$ cat config.mk
export PLATFORM = sky130hd
export DESIGN_NAME = trip_controller
export DESIGN_NICKNAME = d
export VERILOG_FILES = /design/src/rtl/trip_controller_pkg.sv /design/src/rtl/trip_controller_idle_timer.sv /design/src/rtl/trip_controller.sv
export SDC_FILE = /design/constraint.sdc
export NUM_CORES = 1
export LEC_CHECK = 0
export CORE_MARGIN = 2
export CORE_UTILIZATION = 30
export CTS_BUF_LIST = sky130_fd_sc_hd__clkbuf_4
export CTS_CLUSTER_DIAMETER = 50
export CTS_CLUSTER_SIZE = 30
export DETAILED_ROUTE_END_ITERATION = 7
export PLACE_DENSITY = 0.48
export SYNTH_ARGS = -nofsm -noshare
export SYNTH_HDL_FRONTEND = slang
export SYNTH_SLANG_ARGS = --single-unit
export TNS_END_PERCENT = 50
$ cat constraint.sdc
create_clock -name clock -period 4.45 [get_ports clock]
set_input_delay 0.6675 -clock clock [delete_from_list [all_inputs] [get_ports clock]]
set_output_delay 0.6675 -clock clock [all_outputs]
set_load 0.1 [all_outputs]
$ cat src/rtl/trip_controller_pkg.sv
// Shared definitions for the trip controller: state encoding, parameter defaults
// and the display-select cycling helper.
package trip_controller_pkg;

    typedef enum logic [1:0] {
        ST_STOPPED   = 2'd0,
        ST_RUNNING   = 2'd1,
        ST_AUTOPAUSE = 2'd2,
        ST_SET_CIRC  = 2'd3
    } state_t;

    localparam int DEF_CIRC_DEFAULT = 220;
    localparam int DEF_CIRC_MIN     = 150;
    localparam int DEF_CIRC_MAX     = 250;
    localparam int DEF_IDLE_TIMEOUT = 4000;

    // Display code shown while the circumference is being edited
    localparam logic [1:0] DISP_CIRC = 2'd3;

    // User-selectable display cycles 0 -> 1 -> 2 -> 0
    function automatic logic [1:0] next_disp(input logic [1:0] d);
        return (d >= 2'd2) ? 2'd0 : d + 2'd1;
    endfunction

endpackage

$ cat src/rtl/trip_controller_idle_timer.sv
// Counts cycles since the last wheel pulse; flags expiry one count before the
// timeout so the controller can leave RUNNING on the IDLE_TIMEOUT-th edge.
module idle_timer #(
    parameter int LIMIT = 4000
) (
    input  logic clock,
    input  logic reset,
    input  logic clear,
    input  logic count_en,
    output logic expired
);

    localparam int W = (LIMIT < 2) ? 1 : $clog2(LIMIT + 1);
    localparam logic [W-1:0] LAST = W'(LIMIT - 1);

    logic [W-1:0] count_reg;
    logic [W-1:0] count_next;

    // Saturates at LAST so the counter can never wrap back to zero
    always_comb begin
        count_next = count_reg;
        if (clear) begin
            count_next = '0;
        end else if (count_en && (count_reg != LAST)) begin
            count_next = count_reg + 1'b1;
        end
    end

    always_ff @(posedge clock) begin
        if (reset) begin
            count_reg <= '0;
        end else begin
            count_reg <= count_next;
        end
    end

    assign expired = (count_reg == LAST);

endmodule

$ cat src/rtl/trip_controller.sv
// Bicycle trip computer control FSM: start/stop, auto-pause on wheel idle,
// display selection and circumference editing. All outputs are registered.
module trip_controller
    import trip_controller_pkg::*;
#(
    parameter int CIRC_DEFAULT = DEF_CIRC_DEFAULT,
    parameter int CIRC_MIN     = DEF_CIRC_MIN,
    parameter int CIRC_MAX     = DEF_CIRC_MAX,
    parameter int IDLE_TIMEOUT = DEF_IDLE_TIMEOUT
) (
    input  logic       clock,
    input  logic       reset,
    input  logic       btn_start,
    input  logic       btn_mode,
    input  logic       btn_set,
    input  logic       btn_clear,
    input  logic       reed,
    output logic       enable,
    output logic [7:0] circ,
    output logic       trip_clear,
    output logic [1:0] disp_sel,
    output logic       running,
    output logic       paused
);

    localparam logic [7:0] CIRC_DEF8 = 8'(CIRC_DEFAULT);
    localparam logic [7:0] CIRC_MIN8 = 8'(CIRC_MIN);
    localparam logic [7:0] CIRC_MAX8 = 8'(CIRC_MAX);

    state_t     state_reg, state_next;
    logic [1:0] disp_mode_reg, disp_mode_next;
    logic [7:0] circ_reg, circ_next;
    logic       trip_clear_reg, trip_clear_next;
    logic       enable_reg, enable_next;
    logic       running_reg, running_next;
    logic       paused_reg, paused_next;
    logic [1:0] disp_sel_reg, disp_sel_next;

    logic act_start, act_set, act_clear, act_mode;
    logic idle_expired;

    // The idle count only advances while RUNNING; anywhere else it is held at zero
    idle_timer #(
        .LIMIT (IDLE_TIMEOUT)
    ) u_idle_timer (
        .clock    (clock),
        .reset    (reset),
        .clear    (reed || (state_reg != ST_RUNNING)),
        .count_en (state_reg == ST_RUNNING),
        .expired  (idle_expired)
    );

    // One button per cycle: start > set > clear > mode
    assign act_start = btn_start;
    assign act_set   = btn_set && !btn_start;
    assign act_clear = btn_clear && !btn_set && !btn_start;
    assign act_mode  = btn_mode && !btn_clear && !btn_set && !btn_start;

    always_comb begin
        state_next      = state_reg;
        disp_mode_next  = disp_mode_reg;
        circ_next       = circ_reg;
        trip_clear_next = 1'b0;

        case (state_reg)
            ST_STOPPED: begin
                if (act_start) begin
                    state_next = ST_RUNNING;
                end else if (act_set) begin
                    state_next = ST_SET_CIRC;
                end else if (act_clear) begin
                    trip_clear_next = 1'b1;
                end else if (act_mode) begin
                    disp_mode_next = next_disp(disp_mode_reg);
                end
            end
            ST_RUNNING: begin
                if (act_start) begin
                    state_next = ST_STOPPED;
                end else begin
                    if (act_mode) begin
                        disp_mode_next = next_disp(disp_mode_reg);
                    end
                    if (!reed && idle_expired) begin
                        state_next = ST_AUTOPAUSE;
                    end
                end
            end
            ST_AUTOPAUSE: begin
                if (act_start) begin
                    state_next = ST_STOPPED;
                end else begin
                    if (act_mode) begin
                        disp_mode_next = next_disp(disp_mode_reg);
                    end
                    if (reed) begin
                        state_next = ST_RUNNING;
                    end
                end
            end
            ST_SET_CIRC: begin
                if (act_set) begin
                    state_next = ST_STOPPED;
                end else if (act_mode) begin
                    circ_next = ((circ_reg >= CIRC_MAX8) || (circ_reg < CIRC_MIN8))
                                ? CIRC_MIN8 : circ_reg + 8'd1;
                end
            end
            default: begin
                state_next = ST_STOPPED;
            end
        endcase

        // Outputs decode the next state so the registered copies track state_reg
        enable_next   = (state_next == ST_RUNNING);
        running_next  = (state_next == ST_RUNNING) || (state_next == ST_AUTOPAUSE);
        paused_next   = (state_next == ST_AUTOPAUSE);
        disp_sel_next = (state_next == ST_SET_CIRC) ? DISP_CIRC : disp_mode_next;
    end

    always_ff @(posedge clock) begin
        if (reset) begin
            state_reg      <= ST_STOPPED;
            disp_mode_reg  <= 2'd0;
            circ_reg       <= CIRC_DEF8;
            trip_clear_reg <= 1'b0;
            enable_reg     <= 1'b0;
            running_reg    <= 1'b0;
            paused_reg     <= 1'b0;
            disp_sel_reg   <= 2'd0;
        end else begin
            state_reg      <= state_next;
            disp_mode_reg  <= disp_mode_next;
            circ_reg       <= circ_next;
            trip_clear_reg <= trip_clear_next;
            enable_reg     <= enable_next;
            running_reg    <= running_next;
            paused_reg     <= paused_next;
            disp_sel_reg   <= disp_sel_next;
        end
    end

    assign enable     = enable_reg;
    assign circ       = circ_reg;
    assign trip_clear = trip_clear_reg;
    assign disp_sel   = disp_sel_reg;
    assign running    = running_reg;
    assign paused     = paused_reg;

endmodule

==> reports/results.env, run 1 <==
PATH_MAX_FANOUT=9
DPL.CELL_COUNT=269
CTS.HTREE.LEVELS=2
LARGEST_REG_FLOPS=12
FP.DIEAREA_UM2=6060
IO_BUFFER_COUNT=20
CTSHOLDBUFFERS=0
LARGEST_NET_DEGREE_AT_THE_START_OF_GLOBAL_ROUTING=22
GRT_SETUP_UNREPAIRED='false'
STARTPOINT_TYPE_OF_THE_WORST_SETUP_PATH='flip-flop'
POSTLAYOUTCOREUTIL_PCT=37.3
CLOCK_TREE.BUFFER_DEPTH=2
WORSTPATHREQUIRED_NS=3.78
GRTUSAGETOTAL_PCT=12.6
PIN_COUNT=21
NUM_VIAS=1414
TIMING.CRITICAL_PATH.SLOWEST_STAGE_CELL='clkdlybuf4s50_1'
ENDPOINT_KIND='primary output'
FINAL_LAYOUT_SIZE_SUFFIX_GT1_SHARE_PCT=9.71
YOSYSTOPAREACELL='dfxtp_1'
PERIOD_MINUS_SLACK_NS=2.67
CRIT_PATH_MAX_INCR_DELAY_NS=1.19
GRT_PASS1_WL_MM=6.18
YOSYS_WARNINGS=0
DRTITER0DRC=92
PWR-SHARE-SEQ_PCT=50.9
NUMCLOCKSINKS=30
SYNTH_SIMPLE_GATE_AREA_SHARE_PCT=27.9
SKEW_NS=0.0130
CLOCK_LATENCY_NS=0.33
YOSYSTOPAREACELLSHARE_PCT=36.7
TIMING.CRITICAL_PATH.MAX_DELAY_FAMILY='buffers and inverters'
ANTENNA-DIODE-COUNT=0
WORST_EP_ARRIVAL_TIME_NS=2.00
WORST-SLEW-PIN-TRANSITION_NS=0.969
HOLD_SLACK_NS=0.513
FINALSETUPVIOLCOUNT=0
NUMCTSBUFFERS=5
POSTSYNTH.TOPFLOPCELL='dfxtp_1'
CTS_SETUP_BUFFERS=0
FILLERS=531
TRITONCTS='yes'
ROUTED_WL_MM=3.51
STATIC-LEAKAGE-POWER_nW=0.674
MULTIINPUTGATEAREA_UM2=966
DETAILEDROUTE.FIRSTPASSITERATIONCOUNT=4
SYNTH_TOP_FAMILY_BY_AREA='simple AND/OR/NAND/NOR gates'
FLOORPLAN.DIE.WIDTH_UM=77.8
P_SW_SHARE_PCT=33.8
RUN_STATUS='finished, final reports clean'
CLK_PIN_SLEW_WORST_PATHS_NS=0.10
NUM-NETS-FINAL=223
SYNTH_SEQ_AREA_SHARE_PCT=36.7
VIA_COUNT_OF_THE_FIRST_GLOBAL_ROUTING_PASS=1376
INITIAL_UTILIZATION_PCT=31.6
POST_DRT_VIA_CELL_RATIO=5.12
SYNTH.AREA.TOP_CELLS='dfxtp_1 (37%), ha_1 (7.7%), nor2_1 (3.9%)'
YOSYS.AREA_SHARE.ADDER_PCT=7.65
NET_SWITCHING_POWER_mW=0.190
CLK_ROOT_BUFFER_CELL='clkbuf_4'
POST_CTS_RESIZED=0
FINAL-SEQ-AREA_UM2=601
YOSYSUNIQUECELLTYPES=51
SYN_INST=187
P_COMB_SHARE_PCT=22.4
SYNTHESIS.AREA_PER_INSTANCE_UM2=8.75
TIMING_HOLD_VIOLATIONS_FINAL=0
ANTENNA_LEFT=0
SETUP_TNS_NS=0
AREAGROWTHSYNTHTOFINISH_PCT=18.1
INTPOWER_mW=0.372
TOTALPOWERFINAL_mW=0.563
FINAL_MIN_PERIOD_OVER_CLOCK_PERIOD_PCT=60.1
WORST_HOLD_PATH_TYPE='flip-flop to flip-flop'
GLOBALPLACE.CONGESTION=0.789
PWR_DENSITY_CELL_nW_PER_UM2=291
DRC_VIOLATIONS_LEFT=0
SYNTH-ASYNC-RESET-RATIO_PCT=0
GR-TOTAL-OVERFLOW=0
MAX_CLOCK_FREQ_MHz=374
P_CLK_SHARE_PCT=26.7
FINALMAXSLEWVIOLATIONS=0
YS_SEQ_ELEMENTS=30
ANTENNA_FOUND_INITIAL=0
DRT-WIRELENGTH-PER-CELL_UM=12.7
CAP_VIOL_MAX_COUNT=0
PLACE_HPWL_MM=2.55
DIEHEIGHT_UM=77.8
POST_SYNTH_INSTANCE_AREA_UM2=1640
VDD_DROP_MAX_mV=0.122
CRITICAL_PATH_BUF_INV_COUNT=1
SYNTH_EDF_COUNT=0
SYNTH-COMPOUND-AREA-SHARE_PCT=17.9
MUXSHAREOFSYNTHAREA_PCT=1.30
CORE_AREA_UM2=5170
SYNTH_XOR_XNOR_AREA_SHARE_PCT=4.28
MAX-SLEW-MARGIN-REL_PCT=35.2
STDCELL_COUNT=276
SYNTH_FP_NETS=204
CRIT_PATH_CELL_TRACE='clkdlybuf4s50_1'
FLOORPLAN.ROWS=26
TIMING_WORST_SETUP_PATH_TYPE='flip-flop to primary output'
## Yosys cell counts, types with 2 or more instances
library cell and number:
or4_1 2, a21o_1 3, xnor2_1 5, a31oi_1 3, a21oi_1 9, nor4_1 5, clkbuf_1 6, inv_1 8
xor2_1 3, a211oi_1 2, nand2_1 12, ha_1 10, or2_2 2, nor2_1 17, nor3_1 7, nand3b_1 2
or3_1 6, nand3_1 6, nor2b_1 4, nand4_1 5, o21ai_0 6, o21bai_1 3, dfxtp_1 30, and2_1 4
## routing by layer
metal / GRT usage [%] / vias to the layer above / part of all wire [%]
met5: 0 / - / 0
met4: 4.46 / 0 / 0.77
met3: 4.42 / 4 / 4.6
met2: 21.5 / 27 / 49
met1: 14.6 / 668 / 46
li1: - / 715 / -
## power groups by stage
stage / registers, mW / logic, mW / clock network [mW]
after global placement: 0.292 / 0.126 / 0
after floorplan: 0.340 / 0.0475 / 0
after global routing: 0.288 / 0.135 / 0.174
after CTS: 0.286 / 0.127 / 0.161
after detailed placement: 0.293 / 0.126 / 0
final: 0.287 / 0.126 / 0.150
## layout by cell type (no fill, tap or decap), types with 4 or more instances in the layout
master,instances
nand3_1,6
and2_1,4
or3_1,6
o21ai_0,6
nor3_1,7
a21oi_1,9
inv_1,8
dfxtp_1,30
clkdlybuf4s50_1,20
clkbuf_4,5
ha_1,10
nor2_1,17
nor4_1,5
xnor2_1,5
nand4_1,5
nor2b_1,4
nand2_1,12
## final timing paths
check                             from          endpoint  slack [ns]  depth (start not counted)
max                            circ[2]           circ[2]        1.78                          1
min                   disp_mode_reg[0]  disp_mode_reg[0]        0.51                          2
max reg2reg  u_idle_timer.count_reg[0]       disp_sel[0]        2.16                          8
min reg2reg           disp_mode_reg[0]  disp_mode_reg[0]        0.51                          2
## cells by family (layout without fill, tap and decap cells)
logic type	count (synthesis)	count (layout)
and+or+nand+nor	81	81
AOI/OAI and AO/OA	40	40
DFF	30	30
buffers and inverters	16	35
adders and majority gates	10	10
xor gates and xnor gates	8	8
muxes	2	2
## metrics by stage
step | setup WS [ns] | area (um2)
2_1_floorplan | 2.05 | 1640
3_3_place_gp | 1.85 | 1880
3_5_place_dp | 1.83 | 1880
4_1_cts | 1.76 | 1930
5_1_grt | 1.71 | 1930
6_report | 1.78 | 1930
## final cells by class
cell class,instances,area share (%)
multi-input cells,141,50.0
flip-flops and latches,30,31.1
repair buffers,20,10.4
well taps,70,4.53
clock buffers,5,1.94
inverters,8,1.55
clock inverters,2,0.518
(Power assumes the default switching activity.)
==> inputs of run 2 (changes only) <==
--- a/config.mk
+++ b/config.mk
@@ -11,7 +11,7 @@
 export CTS_CLUSTER_DIAMETER = 50
 export CTS_CLUSTER_SIZE = 30
 export DETAILED_ROUTE_END_ITERATION = 7
-export PLACE_DENSITY = 0.48
+export PLACE_DENSITY = 0.49
 export SYNTH_ARGS = -nofsm -noshare
 export SYNTH_HDL_FRONTEND = slang
 export SYNTH_SLANG_ARGS = --single-unit
==> constraint.sdc (replaced) <==
create_clock -name clock -period 2.3 [get_ports clock]
set_input_delay 0.345 -clock clock [delete_from_list [all_inputs] [get_ports clock]]
set_output_delay 0.345 -clock clock [all_outputs]
set_load 0.1 [all_outputs]
==> run 2 against run 1 <==
Die area unchanged. Routed wire length increased by 3.0%. Final area increased by 0.13%. Final cell count increased by 1.8%. Clock power increased by 100%. Via count decreased by 0.28%. Sequential power increased by 93%. Register-to-register slack got worse by 1.9 ns. Count of clock-buffer cells in the layout increased by 1. Total power increased by 95%. First-iteration DRC count decreased by 25%.
==> reports/results.env, run 2 (synthesis results as in run 1) <==
DRTITER0DRC=69  # -25%
SKEW_NS=0.0178  # +0.00478 ns
PERIOD_MINUS_SLACK_NS=2.05
FINAL_MIN_PERIOD_OVER_CLOCK_PERIOD_PCT=88.9
TIMING.CRITICAL_PATH.SLOWEST_STAGE_CELL='or4_1'
NUMCTSBUFFERS=5  # unchanged
GR-TOTAL-OVERFLOW=0  # unchanged
GRT_PASS1_WL_MM=6.38  # +3.1%
PLACE_HPWL_MM=2.75  # +7.9%
CLK_ROOT_BUFFER_CELL='clkbuf_4'
RUN_STATUS='finished, final reports clean'
TRITONCTS='yes'
CAP_VIOL_MAX_COUNT=0  # unchanged
CTS.HTREE.LEVELS=2  # unchanged
FINALSETUPVIOLCOUNT=0  # unchanged
FINALWORSTSETUPSLACK_NS=0.254  # -1.52 ns
POST_CTS_RESIZED=0  # unchanged
HOLD_START='circ[0]'
CRITICAL_PATH.MOST_COMMON_CELL='ha_1'
VIA_COUNT_OF_THE_FIRST_GLOBAL_ROUTING_PASS=1397  # +1.5%
LARGEST_NET_DEGREE_AT_THE_START_OF_GLOBAL_ROUTING=15  # -32%
GRTUSAGETOTAL_PCT=13.1  # +0.48 points
FINAL_LAYOUT_SIZE_SUFFIX_GT1_SHARE_PCT=18.5  # +8.8 points
MAX-SLEW-MARGIN-REL_PCT=61.2  # +26 points
CORE_AREA_UM2=5170  # unchanged
WORST-SLEW-PIN-TRANSITION_NS=0.581  # -0.388 ns
POST_DRT_VIA_CELL_RATIO=5.02  # -2.1%
POST-PLACE-WS_NS=0.0356  # -1.79 ns
INITIAL_UTILIZATION_PCT=31.6  # unchanged
ENDPOINT_KIND='flip-flop'
BEGINNING_OF_THE_CRITICAL_PATH='u_idle_timer.count_reg[0]'
MOST-COMMON-LAYOUT-CELLS='dfxtp_1 (29), buf_4 (18), nor2_1 (17)'
CLOCK_TREE.BUFFER_DEPTH=2  # unchanged
DRT-WIRELENGTH-PER-CELL_UM=12.9  # +1.2%
IO_BUFFER_COUNT=20  # unchanged
NUMCLOCKSINKS=30  # unchanged
GLOBALPLACE.CONGESTION=0.872  # +11%
CTSHOLDBUFFERS=0  # unchanged
ANTENNA_LEFT=0  # unchanged
PWR_DENSITY_CELL_nW_PER_UM2=568  # +95%
ANTENNA_FOUND_INITIAL=0  # unchanged
MOSTFREQUENTLAYOUTCELL='dfxtp_1'
WORST_HOLD_PATH_TYPE='flip-flop to flip-flop'
HOLD_SLACK_NS=0.503  # -0.00964 ns
WORST_EP_ARRIVAL_TIME_NS=2.25  # +0.25 ns
FINALMAXSLEWVIOLATIONS=0  # unchanged
NUM_VIAS=1410  # -0.28%
SETUP_TNS_NS=0  # unchanged
GRT_SETUP_UNREPAIRED='false'
STATIC-LEAKAGE-POWER_nW=0.712  # +5.6%
ANTENNA-DIODE-COUNT=0  # unchanged
LARGEST_REG_FLOPS=12  # unchanged
VDD_DROP_MAX_mV=0.241  # +97%
FILLERS=536  # +0.94%
CTS_SETUP_BUFFERS=0  # unchanged
TIMING_WORST_SETUP_PATH_TYPE='flip-flop to flip-flop'
FINAL_DESIGN_AREA_NO_FILL_UM2=1930  # +0.13%
AREAGROWTHSYNTHTOFINISH_PCT=18.3
WORSTPATHREQUIRED_NS=2.51  # -1.27 ns
DIEHEIGHT_UM=77.8  # unchanged
FP.DIEAREA_UM2=6060  # unchanged
TIMING_HOLD_VIOLATIONS_FINAL=0  # unchanged
ROUTED_WL_MM=3.62  # +3.0%
MAX_CLOCK_FREQ_MHz=489
REG2REG_FROM='u_idle_timer.count_reg[0]'
FLOORPLAN.DIE.WIDTH_UM=77.8  # unchanged
DRC_VIOLATIONS_LEFT=0  # unchanged
NUM-NETS-FINAL=227  # +1.8%
DPL_CELL_AREA_UM2=1880  # -0.20%
DETAILEDROUTE.FIRSTPASSITERATIONCOUNT=4  # unchanged
PIN_COUNT=21  # unchanged
TOTALPOWERFINAL_mW=1.10  # +95%
CLK_PIN_SLEW_WORST_PATHS_NS=0.10  # about the same
FLOORPLAN.ROWS=26  # unchanged
CRIT_PATH_MAX_INCR_DELAY_NS=0.56  # -0.63 ns
PATH_MAX_FANOUT=3  # -6
STARTPOINT_TYPE_OF_THE_WORST_SETUP_PATH='flip-flop'
CLOCK_LATENCY_NS=0.32  # about the same
CRIT_PATH_CELL_TRACE='ha_1 -> nand4_2 -> or4_1 -> nand4_1 -> nand2_1 -> ha_1 -> o21ba_2'
==> run 2: final cells by class <==
class                           instances  area [um2]  share of cell area (%)
Inverter                                8        30.0                    1.55
Timing Repair Buffer                   24         195                    10.1
Tap cell                               70        87.6                    4.53
Sequential cell                        30         602                    31.1
Multi-Input combinational cell        141         966                    49.9
Clock buffer                            6        45.0                    2.33
Clock inverter                          2        8.76                   0.453
==> run 2: per-stage QoR <==
| stage | utilization (%) | instances |
|---|---|---|
| finish | 37.4 | 281 |
| floorplan | - | 187 |
| global route | 37.4 | 281 |
| detailed placement | 36.4 | 273 |
| CTS | 37.4 | 281 |
| global placement | 36.4 | 273 |
==> run 2: final timing paths <==
kind,end,slack (ns),depth (start not counted)
worst max register to register,disp_sel[1],0.25,7
worst max-delay path,disp_sel[1],0.25,7
worst min-delay path,circ[0],0.50,2
worst min register to register,circ[0],0.50,2
==> run 2: critical path: cells and delay by family (launching register included) <==
family	cells	cell delay, ns
adder cells (fa/ha/maj)	2	0.42
AO/OA/AOI/OAI	1	0.21
AND/OR/NAND/NOR	4	0.94
flip-flops	1	0.38
==> run 2: metal layers <==
metal	part of all wire, %	global-route usage, %	routed length, um	vias up
met4	0.75	4.64	27	0
met5	0	0	0	-
li1	-	-	-	727
met3	4.0	3.72	146	2
met1	45	15.3	1630	658
met2	50	22.8	1810	23
==> run 2: where the power goes <==
part	leakage [nW]	internal (mW)	total (mW)	switching, mW
Sequential	0.244	0.536	0.555	0.0183
Clock	0.0331	0.127	0.300	0.173
Combinational	0.435	0.0729	0.245	0.172
Total	0.712	0.736	1.10	0.363
